## src/rtl/can_pkg.sv

```systemverilog
// Shared CAN node definitions: identifier width, DLC limit, scheduler state
// encoding and flat-bus slice helpers used by the transmit scheduler.
package can_pkg;

    localparam int CAN_ID_WIDTH = 11;
    localparam int CAN_DLC_MAX  = 8;

    typedef enum logic [1:0] {
        ST_IDLE    = 2'd0,
        ST_LAUNCH  = 2'd1,
        ST_WAIT    = 2'd2,
        ST_BACKOFF = 2'd3
    } can_state_t;

    // Lowest bit of slice i in a flat bus of width-w fields.
    function automatic int flat_lo(input int i, input int w);
        return i * w;
    endfunction

    function automatic logic [3:0] clamp_dlc(input logic [3:0] dlc);
        return (dlc > 4'(CAN_DLC_MAX)) ? 4'(CAN_DLC_MAX) : dlc;
    endfunction

endpackage

```

## src/rtl/can_prio_select.sv

```systemverilog
// Combinational CAN priority finder: picks the valid requester with the
// lowest identifier; equal identifiers resolve to the lower index.
module can_prio_select
    import can_pkg::*;
#(
    parameter int NUM_REQ  = 4,
    parameter int ID_WIDTH = CAN_ID_WIDTH
) (
    input  logic [NUM_REQ-1:0]          valid,
    input  logic [NUM_REQ*ID_WIDTH-1:0] ids,
    output logic [$clog2(NUM_REQ)-1:0]  sel,
    output logic                        any_valid
);

    localparam int SEL_W = $clog2(NUM_REQ);

    logic [ID_WIDTH-1:0] best_id;

    // Strict less-than keeps the earlier (lower) index on identifier ties.
    always_comb begin
        sel       = '0;
        any_valid = 1'b0;
        best_id   = '0;
        for (int i = 0; i < NUM_REQ; i++) begin
            if (valid[i] && (!any_valid || (ids[flat_lo(i, ID_WIDTH) +: ID_WIDTH] < best_id))) begin
                sel       = SEL_W'(i);
                best_id   = ids[flat_lo(i, ID_WIDTH) +: ID_WIDTH];
                any_valid = 1'b1;
            end
        end
    end

endmodule

```

## src/rtl/can_tx_scheduler.sv

```systemverilog
// Shares one CAN transmit engine among NUM_REQ requesters in bus-priority
// order, with per-requester retry limits, inter-frame spacing and a watchdog.
module can_tx_scheduler
    import can_pkg::*;
#(
    parameter int NUM_REQ        = 4,
    parameter int ID_WIDTH       = CAN_ID_WIDTH,
    parameter int RETRY_LIMIT    = 8,
    parameter int IFS_CYCLES     = 3,
    parameter int TIMEOUT_CYCLES = 1024
) (
    input  logic                        can_clk,
    input  logic                        rst_n,
    input  logic [NUM_REQ-1:0]          req_valid,
    input  logic [NUM_REQ*ID_WIDTH-1:0] req_id,
    input  logic [NUM_REQ*4-1:0]        req_dlc,
    input  logic [NUM_REQ*64-1:0]       req_data,
    output logic [NUM_REQ-1:0]          req_done,
    output logic [NUM_REQ-1:0]          req_fail,
    output logic                        busy,
    output logic                        tx_start,
    output logic [ID_WIDTH-1:0]         tx_id,
    output logic [3:0]                  tx_dlc,
    output logic [63:0]                 tx_data,
    input  logic                        tx_ok,
    input  logic                        tx_arb_lost,
    input  logic                        tx_error,
    input  logic                        bus_idle
);

    localparam int SEL_W = $clog2(NUM_REQ);
    localparam int IFS_W = $clog2(IFS_CYCLES + 1);
    localparam int TO_W  = $clog2(TIMEOUT_CYCLES + 1);

    can_state_t       state, state_next;
    logic [SEL_W-1:0] sel, win_sel;
    logic             win_any;
    logic [3:0]       retry [NUM_REQ];
    logic [3:0]       retry_inc;
    logic [IFS_W-1:0] ifs_cnt;
    logic [TO_W-1:0]  to_cnt;
    logic             start_sel, timeout, fail_hit, ifs_done, err_seen;

    can_prio_select #(
        .NUM_REQ  (NUM_REQ),
        .ID_WIDTH (ID_WIDTH)
    ) u_prio (
        .valid     (req_valid),
        .ids       (req_id),
        .sel       (win_sel),
        .any_valid (win_any)
    );

    // A done/fail pulse in flight blocks selection so the finished requester
    // has one cycle to withdraw before the next arbitration.
    assign start_sel = win_any && bus_idle && !(|req_done) && !(|req_fail);
    assign timeout   = (to_cnt == TO_W'(TIMEOUT_CYCLES - 1));
    assign err_seen  = tx_error || timeout;
    assign retry_inc = (retry[sel] >= 4'(RETRY_LIMIT)) ? 4'(RETRY_LIMIT) : retry[sel] + 4'd1;
    assign fail_hit  = (retry_inc == 4'(RETRY_LIMIT));
    assign ifs_done  = bus_idle && (ifs_cnt == IFS_W'(IFS_CYCLES - 1));

    always_ff @(posedge can_clk or negedge rst_n) begin
        if (!rst_n) begin
            state <= ST_IDLE;
        end else begin
            state <= state_next;
        end
    end

    always_comb begin
        state_next = state;
        tx_start   = 1'b0;
        busy       = (state != ST_IDLE);
        case (state)
            ST_IDLE: begin
                if (start_sel) begin
                    state_next = ST_LAUNCH;
                end
            end
            ST_LAUNCH: begin
                tx_start   = 1'b1;
                state_next = ST_WAIT;
            end
            ST_WAIT: begin
                if (tx_ok) begin
                    state_next = ST_IDLE;
                end else if (err_seen) begin
                    state_next = fail_hit ? ST_IDLE : ST_BACKOFF;
                end else if (tx_arb_lost) begin
                    state_next = ST_BACKOFF;
                end
            end
            ST_BACKOFF: begin
                if (ifs_done) begin
                    state_next = ST_IDLE;
                end
            end
            default: state_next = ST_IDLE;
        endcase
    end

    // Frame latch, response handling and the IFS/watchdog counters.
    always_ff @(posedge can_clk or negedge rst_n) begin
        if (!rst_n) begin
            sel      <= '0;
            tx_id    <= '0;
            tx_dlc   <= '0;
            tx_data  <= '0;
            req_done <= '0;
            req_fail <= '0;
            ifs_cnt  <= '0;
            to_cnt   <= '0;
            for (int i = 0; i < NUM_REQ; i++) begin
                retry[i] <= '0;
            end
        end else begin
            req_done <= '0;
            req_fail <= '0;
            case (state)
                ST_IDLE: begin
                    if (start_sel) begin
                        sel     <= win_sel;
                        tx_id   <= req_id[flat_lo(int'(win_sel), ID_WIDTH) +: ID_WIDTH];
                        tx_dlc  <= clamp_dlc(req_dlc[flat_lo(int'(win_sel), 4) +: 4]);
                        tx_data <= req_data[flat_lo(int'(win_sel), 64) +: 64];
                    end
                end
                ST_LAUNCH: begin
                    to_cnt <= '0;
                end
                ST_WAIT: begin
                    if (tx_ok) begin
                        req_done[sel] <= 1'b1;
                        retry[sel]    <= '0;
                    end else if (err_seen) begin
                        ifs_cnt <= '0;
                        if (fail_hit) begin
                            req_fail[sel] <= 1'b1;
                            retry[sel]    <= '0;
                        end else begin
                            retry[sel] <= retry_inc;
                        end
                    end else if (tx_arb_lost) begin
                        ifs_cnt <= '0;
                    end else begin
                        to_cnt <= to_cnt + 1'b1;
                    end
                end
                ST_BACKOFF: begin
                    if (!bus_idle || ifs_done) begin
                        ifs_cnt <= '0;
                    end else begin
                        ifs_cnt <= ifs_cnt + 1'b1;
                    end
                end
                default: ;
            endcase
        end
    end

endmodule
```

## config.mk

```make
export PLATFORM = sky130hd
export DESIGN_NAME = can_tx_scheduler
export DESIGN_NICKNAME = d
export VERILOG_FILES = /design/src/rtl/can_pkg.sv /design/src/rtl/can_prio_select.sv /design/src/rtl/can_tx_scheduler.sv
export SDC_FILE = /design/constraint.sdc
export NUM_CORES = 1
export LEC_CHECK = 0
export ABC_CLOCK_PERIOD_IN_PS = 2500
export BUFFER_PORTS_ARGS = -buffer_cell sky130_fd_sc_hd__buf_2
export CORE_AREA = 10 10 155 157
export DETAILED_ROUTE_END_ITERATION = 8
export DIE_AREA = 0 0 165 167
export PLACE_DENSITY = 0.72
export SYNTH_ARGS = -nofsm -noshare
export SYNTH_HDL_FRONTEND = slang
export SYNTH_HIERARCHICAL = 1
export SYNTH_SLANG_ARGS = --single-unit
```

## constraint.sdc

```tcl
create_clock -name can_clk -period 2.5 [get_ports can_clk]
set_input_delay 0.125 -clock can_clk [delete_from_list [all_inputs] [get_ports can_clk]]
set_output_delay 0.125 -clock can_clk [all_outputs]
set_load 0.1 [all_outputs]
```

==> results of run 1 <==
-- Yosys cell counts, drive strengths merged, types with 2 or more instances --
cell type,number,share of area (%)
mux2i,8,0.98
o31ai,3,0.28
or3,2,0.28
nand3b,2,0.18
mux4,83,23
dfrtp,120,37
a211oi,2,0.18
o2111ai,4,0.43
nand3,8,0.49
nand2b,3,0.23
o21ai,15,0.92
nor3,14,1.1
nor2b,2,0.15
buf,18,1.5
nor4b,3,0.51
a21o,3,0.28
and4,2,0.21
or2,10,0.77
nor4,11,1.0
clkbuf,28,1.3
a21oi,28,1.7
or4,3,0.28
nand2,270,13
a21boi,2,0.18
o211ai,2,0.18
mux2,26,4.0
inv,23,1.1
and3,3,0.29
nor2,28,1.3
ha,34,5.2
nand4,5,0.46
or3b,2,0.25
-- path summary, 6_finish.rpt --
check | startpoint | endpoint | slack (ns) | depth (start not counted)
min in group asynchronous | rst_n | tx_data[31]$_DFFE_PN0P_ | 0.34 | 2
max in group asynchronous | rst_n | sel[0]$_DFFE_PN0P_ | 1.34 | 3
worst min-delay path | tx_arb_lost | state[0]$_DFFE_PN0P_ | 0.06 | 3
worst max-delay path | req_valid[0] | tx_dlc[1]$_DFFE_PN0P_ | -2.86 | 28
worst max register to register | sel[0]$_DFFE_PN0P_ | req_fail[0]$_DFF_PN0_ | 0.13 | 7
worst min register to register | tx_data[17]$_DFFE_PN0P_ | tx_data[17]$_DFFE_PN0P_ | 0.46 | 2
-- where the power goes --
group	leakage, nW	internal [W]	total (W)	switching, W
Sequential	1.54	0.00269	0.00311	0.000425
Clock	0.308	0.00172	0.00263	0.000903
Combinational	4.75	0.00276	0.00996	0.00720
-- stage by stage --
step                TNS (ns)  worst slack [ns]  hold slack (ns)
floorplan            -220.04             -2.78           -0.171
global placement     -263.75             -3.34            0.244
detailed placement   -276.25             -3.49            0.249
CTS                  -206.93             -2.62           0.0505
global route         -239.56             -3.04           0.0753
finish               -225.60             -2.86           0.0622
-- final cells by class --
class | instances | area (sq um) | area share (%)
multi-input cells | 595 | 5400 | 41.5
repair buffers | 553 | 3510 | 27.0
clock inverters | 11 | 169 | 1.30
inverters | 23 | 86.3 | 0.665
diodes | 6 | 15.0 | 0.116
well taps | 275 | 344 | 2.65
clock buffers | 21 | 460 | 3.55
flip-flops and latches | 120 | 3000 | 23.1
-- critical path, stage by stage --
cell and delay [ns]:
buf_16 0.13, nand2_4 0.08, ha_4 0.21, a21oi_4 0.17
nor2_4 0.05, o31a_4 0.34, nor4b_4 0.31, buf_6 0.21
a21oi_4 0.09, ha_4 0.27, nand4_1 0.17, nor2_2 0.16
nand4_1 0.14, or3_4 0.43, nand2_4 0.11, buf_6 0.14
mux2_4 0.31, ha_4 0.21, o21a_1 0.20, o211ai_1 0.21
a21oi_1 0.08, a211oi_2 0.19, buf_4 0.17, a21o_4 0.20
buf_12 0.14, mux4_2 0.51, nand2b_4 0.18, o21ai_1 0.13
-- routing by layer --
layer	global-route usage [%]	share of wire, %	vias up
met5	0	0.035	-
met2	41.7	50	472
met1	28.6	36	4266
met4	9.40	3.1	2
li1	-	-	3891
met3	8.97	10	99
-- cell families after synthesis --
group | count (synthesis)
AND/OR/NAND/NOR | 370
flip-flops | 120
multiplexers | 117
AO/OA/AOI/OAI | 70
buffers and inverters | 69
adder cells (fa/ha/maj) | 34
XOR/XNOR | 1
-- state kept, by name, indices dropped and copies added (netlist names) --
register,count
tx_dlc,4
retry,16
tx_id,11
ifs_cnt,2
tx_data,64
to_cnt,11
req_fail,4
req_done,4
sel,2
state,2
-- repair_timing --
| action | in CTS | in global routing |
|---|---|---|
| gates resized for setup | 50 | 47 |
| setup endpoints to repair | 81 | 85 |
| hold endpoints to repair | 56 | 0 |
| gates cloned | 8 | 5 |
| pin swaps | 57 | 45 |
| hold buffers | 1 | 0 |
| setup buffers | 29 | 3 |
==> results.md, run 1 <==
- Sequential cell area fraction in the yosys report: 36.8%
- Largest family of logic cells by synthesized area: multiplexers
- Grt total ovfl: 0
- DRC Markers: 0
- Post-Layout Cell Count: 1604
- Max VDD drop: 0.839 mV
- Ratio of final minimum period to clock period: 215%
- Critical Path RT: 2.83 ns
- CP Data Arrival Time: 5.69 ns
- Outcome: complete, but fails checks
- Post-Route WL: 36800 microns
- RSZ-0062 raised after global routing: true
- Post-route design area: 13000 sq um
- Port Buffer Count: 414
- Post-Route Utilization: 62.4%
- Synth Area in Compound Gates: 5.77%
- I/O pin count: 415
- Clock sink count: 120
- Setup ws final: -2.86 ns
- Final hold violation count: 0
- Post-Synth XOR/XNOR Area: 0.107%
- FMAX: 186 MHz
- Worst-Margin Slew: 0.773 ns
- Max_slew headroom: 48.5%
- Fill cells: 1705
- Placed cell count: 1523
- Yosys Warn Count: 6
- Core area: 20800 sq um
- Starting Density: 39.2%
- Synthesized flop and latch total: 120
- Violated checks: negative setup slack
- Slew Limit Fails: 0
- Via count: 8730
- Final Skew: 0.0109 ns
- DP Area: 11400 sq um
- Largest net degree at the start of global routing: 67
- Initial DRC Count: 683
- Max-Cap Viols: 0
- Mapped Cells: 781
- Syn_nets: 1141
- GRT Util Overall: 25.0%
- Synth Flop Type: dfrtp_1
- P_leak: 6.60 nW
- Post-route ant nets: 0
- CTS tree: yes
- Global-route wire length before repair: 53200 microns
- Post-synth ARST share: 100%
- Tot Pwr: 0.0157 W
- Unique masters post-synth: 60
- Path type of the worst setup path: in -> reg
- Most frequent cells in the layout: 409 x buf_2, 246 x nand2_1, 119 x dfrtp_1
- Layout cells sized above 1: 60.5%
- Initial antenna violation count: 6
- Crit. End Element: flop
- Startpoint types: primary input
- CP Max Fanout: 7
- Gpl congestion: 0.993
- Mapped cell area: 8160 sq um
- Post-Synth Simple-Gate Area: 20.4%
- Number of global-route vias before repair: 9227
- Die height: 167 microns
- Post-Syn Area per Cell: 10.4 sq um
- DR pass1 iterations: 5
- Post-synth EDFFs: 0
- Final critical-path required period: 5.36 ns
- Nets: 1670
- H-tree depth: 4
- Adder-Cell Fraction of Synth Area: 5.21%
- Root Driver: clkbuf_16
- Pwr/cell area: 1210 nW/um^2
- Clock transition at path regs: 0.06 ns
- Max Buffers Root-to-Sink: 2
- Die W: 165 microns
- Die area: 27600 sq um
- HP Class: in -> reg
- Final setup violation count: 81
- Area Growth Syn to Fin: 59.1%
- CTS buffer count: 17
- Vias per inst: 5.44
- Detailed Place HPWL: 28000 microns
- Mux cell area share after synthesis: 27.9%
- Clk_lat worst skew: 0.41 ns
- Drt wl/cell: 22.9 microns
- Leading cell type in the layout, fill and taps excluded: buf_2
- Rows: 53
Note: power is estimated with default switching activity, not from simulation.
==> run 2, diff against run 1 <==
--- a/config.mk
+++ b/config.mk
@@ -10,7 +10,7 @@
 export CORE_AREA = 10 10 155 157
 export DETAILED_ROUTE_END_ITERATION = 8
 export DIE_AREA = 0 0 165 167
-export PLACE_DENSITY = 0.72
+export PLACE_DENSITY = 0.73
 export SYNTH_ARGS = -nofsm -noshare
 export SYNTH_HDL_FRONTEND = slang
 export SYNTH_HIERARCHICAL = 1
==> run 2 against run 1 <==
  * The flow still finishes with violations (negative setup slack)
  * Combinational power about the same
  * Clock power about the same
  * Worst hold slack better by 0.017 ns
  * Critical endpoint is now tx_data[40]$_DFFE_PN0P_
==> results.md, run 2 (synthesis gave the netlist of run 1 again) <==
- Max VDD drop: 1.01 mV (+20%)
- Ratio of final minimum period to clock period: 210% (-4.6 points)
- P_leak: 6.66 nW (+0.82%)
- Slew Limit Fails: 0 (unchanged)
- CP Max Fanout: 9 (+2)
- Placed cell count: 1534 (+0.72%)
- CP Data Arrival Time: 5.55 ns (-0.14 ns)
- Clock transition at path regs: 0.06 ns (about the same)
- Max reg flops: 64 (unchanged)
- Pwr/cell area: 1210 nW/um^2 (+0.24%)
- GRT Util Overall: 25.2% (+0.20 points)
- Rows: 53 (unchanged)
- DP Area: 11500 sq um (+0.83%)
- Global-route wire length before repair: 53400 microns (+0.25%)
- Post-Route WL: 36500 microns (-0.82%)
- Nets: 1671 (+0.060%)
- Via count: 8600 (-1.5%)
- FF-to-FF path depth: 7 (unchanged)
- Hold Path End: to_cnt[1]$_DFFE_PN0P_
- R2R Setup Slk: 0.17 ns (+0.04 ns)
- Clk_lat worst skew: 0.41 ns (about the same)
- Max-Cap Viols: 0 (unchanged)
- I/O pin count: 415 (unchanged)
- Area Growth Syn to Fin: 61.1%
- Starting Density: 39.2% (unchanged)
- Violated checks: negative setup slack
- Gpl congestion: 0.979 (-1.4%)
- R2r startpoint: sel[0]$_DFFE_PN0P_
- DRC Markers: 0 (unchanged)
- Largest net degree at the start of global routing: 81 (+21%)
- Layout cells sized above 1: 61.1% (+0.63 points)
- Vias per inst: 5.37 (-1.4%)
- Worst reg2reg path endpoint: req_fail[0]$_DFF_PN0_
- Post-Layout Cell Count: 1602 (-0.12%)
- TNS Setup: -216.59 ns (+9.01 ns)
- Final setup violation count: 81 (unchanged)
- Root Driver: clkbuf_16
- Top reg by flops: tx_data
- Initial antenna violation count: 4 (-2)
- Max Buffers Root-to-Sink: 2 (unchanged)
- Tot Pwr: 0.0159 W (+1.4%)
- HP Class: in -> reg
- RSZ-0062 raised after global routing: true
- Most frequent cells in the layout: 407 x buf_2, 244 x nand2_1, 119 x dfrtp_1
- Port Buffer Count: 414 (unchanged)
- DR pass1 iterations: 7 (+2)
- Core area: 20800 sq um (unchanged)
- CTS buffer count: 17 (unchanged)
- CTS tree: yes
- Detailed Place HPWL: 29000 microns (+3.6%)
- Die height: 167 microns (unchanged)
- Startpoint types: primary input
- Max_slew headroom: 52.5% (+4.1 points)
- Clock sink count: 120 (unchanged)
- Final critical-path required period: 5.25 ns (-0.115 ns)
- Crit. End Element: flop
- Initial DRC Count: 679 (-0.59%)
- Post-route ant nets: 0 (unchanged)
- Critical Path RT: 2.80 ns (-0.03 ns)
- FMAX: 191 MHz (+2.2%)
- Post-route design area: 13100 sq um (+1.2%)
- Final Skew: 0.00997 ns (-0.000938 ns)
- Hold depth: 4 (+1)
- Fill cells: 1674 (-1.8%)
- Pre-CTS WS: -3.58 ns (-0.0924 ns)
- Drt wl/cell: 22.8 microns (-0.70%)
- Hold wc startpoint: tx_error
- Final hold violation count: 0 (unchanged)
- Number of global-route vias before repair: 9213 (-0.15%)
- Largest registers: tx_data (64), retry (16)
- Path type of the worst setup path: in -> reg
- Grt total ovfl: 0 (unchanged)
- Setup ws final: -2.75 ns (+0.115 ns)
- Worst-Margin Slew: 0.706 ns (-0.0673 ns)
- Die area: 27600 sq um (unchanged)
- Outcome: complete, but fails checks
- Leading cell type in the layout, fill and taps excluded: buf_2
- H-tree depth: 4 (unchanged)
- Die W: 165 microns (unchanged)
[run 2: cell count changes in the layout (fill, tap and decap cells not counted), moves of 4 or more]
| cell | previous run | this run |
|---|---|---|
| a21oi_1 | 16 | 12 |
| buf_4 | 109 | 104 |
| ha_4 | 15 | 20 |
| buf_8 | 3 | 8 |
| ha_1 | 18 | 13 |
| buf_6 | 9 | 14 |
[run 2: critical path: stages]
cell and delay [ns]:
buf_16 0.13, nand2_4 0.08, ha_4 0.21, nand4_4 0.14, nor2_4 0.06, o31a_4 0.36
nor4b_4 0.33, buf_6 0.21, a21oi_4 0.09, ha_4 0.27, nand4_1 0.13, nor2_1 0.15
nand4_1 0.16, or3_4 0.44, nand2_4 0.10, buf_6 0.13, mux2_4 0.30, ha_1 0.28
o21a_1 0.11, o211ai_1 0.21, a21oi_1 0.07, a211oi_2 0.28, a21o_4 0.18, buf_12 0.15
buf_4 0.14, mux4_2 0.50, nand2_2 0.13, nand2_1 0.07
[run 2: worst max-delay path by stage]
stage | slack, ns | end | cells after the start | start
6_report | -2.75 | tx_data[40]$_DFFE_PN0P_ | 28 | req_valid[0]
5_1_grt | -2.92 | tx_dlc[2]$_DFFE_PN0P_ | 29 | req_valid[0]
4_1_cts | -2.61 | tx_data[29]$_DFFE_PN0P_ | 29 | req_valid[0]
3_5_place_dp | -3.58 | tx_data[29]$_DFFE_PN0P_ | 30 | req_valid[0]
3_3_place_gp | -3.41 | tx_data[29]$_DFFE_PN0P_ | 31 | req_valid[0]
2_1_floorplan | -2.78 | tx_data[41]$_DFFE_PN0P_ | 30 | req_valid[0]
[run 2: where the power goes]
group,switching (W),internal (W)
Sequential,0.000472,0.00269
Clock,0.000899,0.00175
Combinational,0.00721,0.00292
Total,0.00858,0.00735
[run 2: cell type report]
cell class / instances / area (sq um) / area share [%]
clock inverter: 11 / 170 / 1.29
timing repair buffer: 557 / 3630 / 27.6
clock buffer: 21 / 470 / 3.58
tap: 275 / 344 / 2.62
multi-input combinational: 592 / 5430 / 41.3
inverter: 23 / 86.3 / 0.657
antenna: 3 / 7.51 / 0.0571
sequential: 120 / 3000 / 22.9
[run 2: stage by stage]
step,hold slack [ns],util (%)
after floorplan,-0.171,-
after global placement,-0.0251,55.4
after detailed placement,-0.0232,55.4
after CTS,0.0587,62.1
after global routing,0.0712,63.1
final,0.0794,63.1
[run 2: timing repair]
| item | 4_1_cts | 5_1_grt |
|---|---|---|
| cloned | 7 | 1 |
| hold buffers | 1 | 0 |
| buffers inserted | 21 | 5 |
| pin swaps | 98 | 48 |
| setup endpoints to repair | 81 | 85 |
| gates resized for setup | 87 | 34 |
| hold endpoints to repair | 120 | 0 |
[run 2: metal layers]
metal	track usage (%)	part of all wire (%)	vias to the layer above	wire length [microns]
met5	0	0.036	-	13
met4	8.36	2.7	2	977
met3	9.39	11	65	4050
met2	42.5	50	477	18200
met1	28.7	36	4176	13300
li1	-	-	3880	-
==> run 3, diff against run 2 <==
--- a/config.mk
+++ b/config.mk
@@ -7,10 +7,11 @@
 export LEC_CHECK = 0
 export ABC_CLOCK_PERIOD_IN_PS = 2500
 export BUFFER_PORTS_ARGS = -buffer_cell sky130_fd_sc_hd__buf_2
-export CORE_AREA = 10 10 155 157
+export CORE_ASPECT_RATIO = 0.7
+export CORE_MARGIN = 10
+export CORE_UTILIZATION = 42
 export DETAILED_ROUTE_END_ITERATION = 8
-export DIE_AREA = 0 0 165 167
-export PLACE_DENSITY = 0.73
+export PLACE_DENSITY = 0.78
 export SYNTH_ARGS = -nofsm -noshare
 export SYNTH_HDL_FRONTEND = slang
 export SYNTH_HIERARCHICAL = 1
==> run 3 against run 2 <==
  * The flow still finishes with violations (negative setup slack)
  * Combinational power is essentially flat
  * Final area shrank 1.1%
  * Core utilization grew 5.4 points
  * Largest power group unchanged
  * Critical path depth grew 4
  * Via count shrank 1.0%
  * Final cell count shrank 0.62%
==> results.md, run 3 (synthesis gave the netlist of run 1 again) <==
- Outcome: complete, but fails checks
- Violated checks: negative setup slack
- CTS buffer count: 17 (unchanged)
- Die area: 25500 sq um (-7.5%)
- Ratio of final minimum period to clock period: 217% (+7.0 points)
- Post-Route Utilization: 68.5% (+5.4 points)
- Worst-Margin Slew: 0.891 ns (+0.185 ns)
- Crit path largest cell delay: 0.46 ns (-0.04 ns)
- DRC Markers: 0 (unchanged)
- Die W: 187 microns (+13%)
- Largest net degree at the start of global routing: 75 (-7.4%)
- Most frequent cells in the layout: 412 x buf_2, 249 x nand2_1, 119 x dfrtp_1
- Starting Density: 43.0% (+3.8 points)
- HP Class: in -> reg
- Critical Path RT: 2.83 ns (+0.03 ns)
- Largest registers: tx_data (64), retry (16)
- Die height: 137 microns (-18%)
- Cell family with most CP delay: compound AO/OA/AOI/OAI gates
- Post-route ant nets: 0 (unchanged)
- TNS Setup: -229.13 ns (-12.54 ns)
- Rows: 42 (-21%)
- Pre-CTS WS: -3.53 ns (+0.0476 ns)
- Drt wl/cell: 22.8 microns (about the same)
- Leading cell type in the layout, fill and taps excluded: buf_2
- Clock sink count: 120 (unchanged)
- Initial antenna violation count: 7 (+3)
- Global-route wire length before repair: 52700 microns (-1.3%)
- Final critical-path required period: 5.42 ns (+0.175 ns)
- Final Skew: 0.0103 ns (+0.000365 ns)
- FMAX: 184 MHz (-3.2%)
- H-tree depth: 4 (unchanged)
- Layout cells sized above 1: 60.7% (-0.41 points)
- I/O pin count: 415 (unchanged)
- Vias per inst: 5.35 (-0.41%)
- Slew Limit Fails: 0 (unchanged)
- Path type of the worst setup path: in -> reg
- Max_slew headroom: 40.1% (-12 points)
- Final hold slack: 0.0769 ns (-0.00258 ns)
- Area Growth Syn to Fin: 59.3%
- RSZ-0062 raised after global routing: true
- CTS tree: yes
- Port Buffer Count: 414 (unchanged)
- Via count: 8511 (-1.0%)
- Initial DRC Count: 576 (-15%)
- Nets: 1670 (-0.060%)
- Final hold violation count: 0 (unchanged)
- Core area: 19000 sq um (-8.9%)
- Pwr/cell area: 1210 nW/um^2 (+0.13%)
- Max VDD drop: 0.673 mV (-33%)
- Max-Cap Viols: 0 (unchanged)
- DR pass1 iterations: 5 (-2)
- Clock transition at path regs: 0.05 ns (about the same)
- Bufs and invs on worst path: 8 (+3)
- Clk_lat worst skew: 0.41 ns (about the same)
- Startpoint types: primary input
- Setup ws final: -2.92 ns (-0.175 ns)
- Grt total ovfl: 0 (unchanged)
- Max reg flops: 64 (unchanged)
- Final setup violation count: 81 (unchanged)
- Crit. End Element: flop
- CP Max Fanout: 7 (-2)
- GRT Util Overall: 26.8% (+1.6 points)
- CP max-delay cell: mux4_2
- Post-Route WL: 36200 microns (-0.58%)
- Detailed Place HPWL: 29100 microns (+0.37%)
- Max Buffers Root-to-Sink: 2 (unchanged)
- Root Driver: clkbuf_16
- Tot Pwr: 0.0158 W (-0.99%)
- P_leak: 6.61 nW (-0.68%)
- Top reg by flops: tx_data
- Gpl congestion: 1.00 (+2.5%)
- CP Data Arrival Time: 5.76 ns (+0.21 ns)
- Number of global-route vias before repair: 9045 (-1.8%)
[run 3: changes by cell type in the layout (fill, tap and decap cells not counted), moves of 5 or more]
cell / before / now
buf_2: 407 / 412
buf_4: 104 / 95
buf_6: 14 / 24
nand2_1: 244 / 249
nand2_2: 18 / 12
o21ai_1: 7 / 2
o21ai_2: 2 / 7
[run 3: cell type report]
type	count	area, sq um
antenna	5	12.5
clock buffer	22	474
clock inverter	10	165
fill	1445	5970
inverter	23	86.3
multi-input combinational	592	5380
sequential	120	3000
tap	264	330
timing repair buffer	556	3540
[run 3: metal layers]
| layer | global-route usage [%] | wire length, microns | up-vias | share of wire, % |
|---|---|---|---|---|
| met5 | 0 | 27 | - | 0.074 |
| met4 | 9.91 | 1290 | 4 | 3.6 |
| met3 | 6.63 | 2560 | 85 | 7.1 |
| met2 | 47.0 | 18600 | 366 | 51 |
| met1 | 31.7 | 13700 | 4178 | 38 |
| li1 | - | - | 3878 | - |
[run 3: power by group]
group          total (W)  switching [W]  internal, W
Sequential       0.00312       0.000432      0.00269
Clock            0.00268       0.000926      0.00176
Combinational    0.00997        0.00716      0.00281
Total             0.0158        0.00852      0.00725
[run 3: per-stage QoR]
step	cell area, sq um	std cells
final	13000	1592
after CTS	12800	1580
after detailed placement	11500	1513
after global routing	13000	1590
after global placement	11500	1513
after floorplan	8470	781
[run 3: worst register-to-register path: stages, from the launching register on]
cell,delay (ns)
dfrtp_2,0.41
mux4_2,0.57
inv_1,0.08
ha_1,0.23
nor2b_1,0.22
a41oi_1,0.18
or3b_1,0.47
nor2_1,0.13
[run 3: final timing paths]
kind	startpoint	slack (ns)	depth (start not counted)	to
setup / recovery	req_valid[0]	-2.92	32	tx_dlc[1]$_DFFE_PN0P_
hold / removal	tx_arb_lost	0.08	3	state[0]$_DFFE_PN0P_
setup reg to reg	sel[0]$_DFFE_PN0P_	0.13	7	req_fail[3]$_DFF_PN0_
hold reg to reg	tx_data[3]$_DFFE_PN0P_	0.46	2	tx_data[3]$_DFFE_PN0P_
max in group asynchronous	rst_n	1.70	3	tx_data[11]$_DFFE_PN0P_
min in group asynchronous	rst_n	0.26	3	to_cnt[3]$_DFFE_PN0P_
[run 3: repair_timing]
item | CTS | global route
gates resized for setup | 80 | 33
hold buffers | 1 | 0
hold endpoints to repair | 120 | 0
cloned | 3 | 1
setup endpoints to repair | 81 | 85
pin swaps | 87 | 47
buffers inserted | 32 | 8
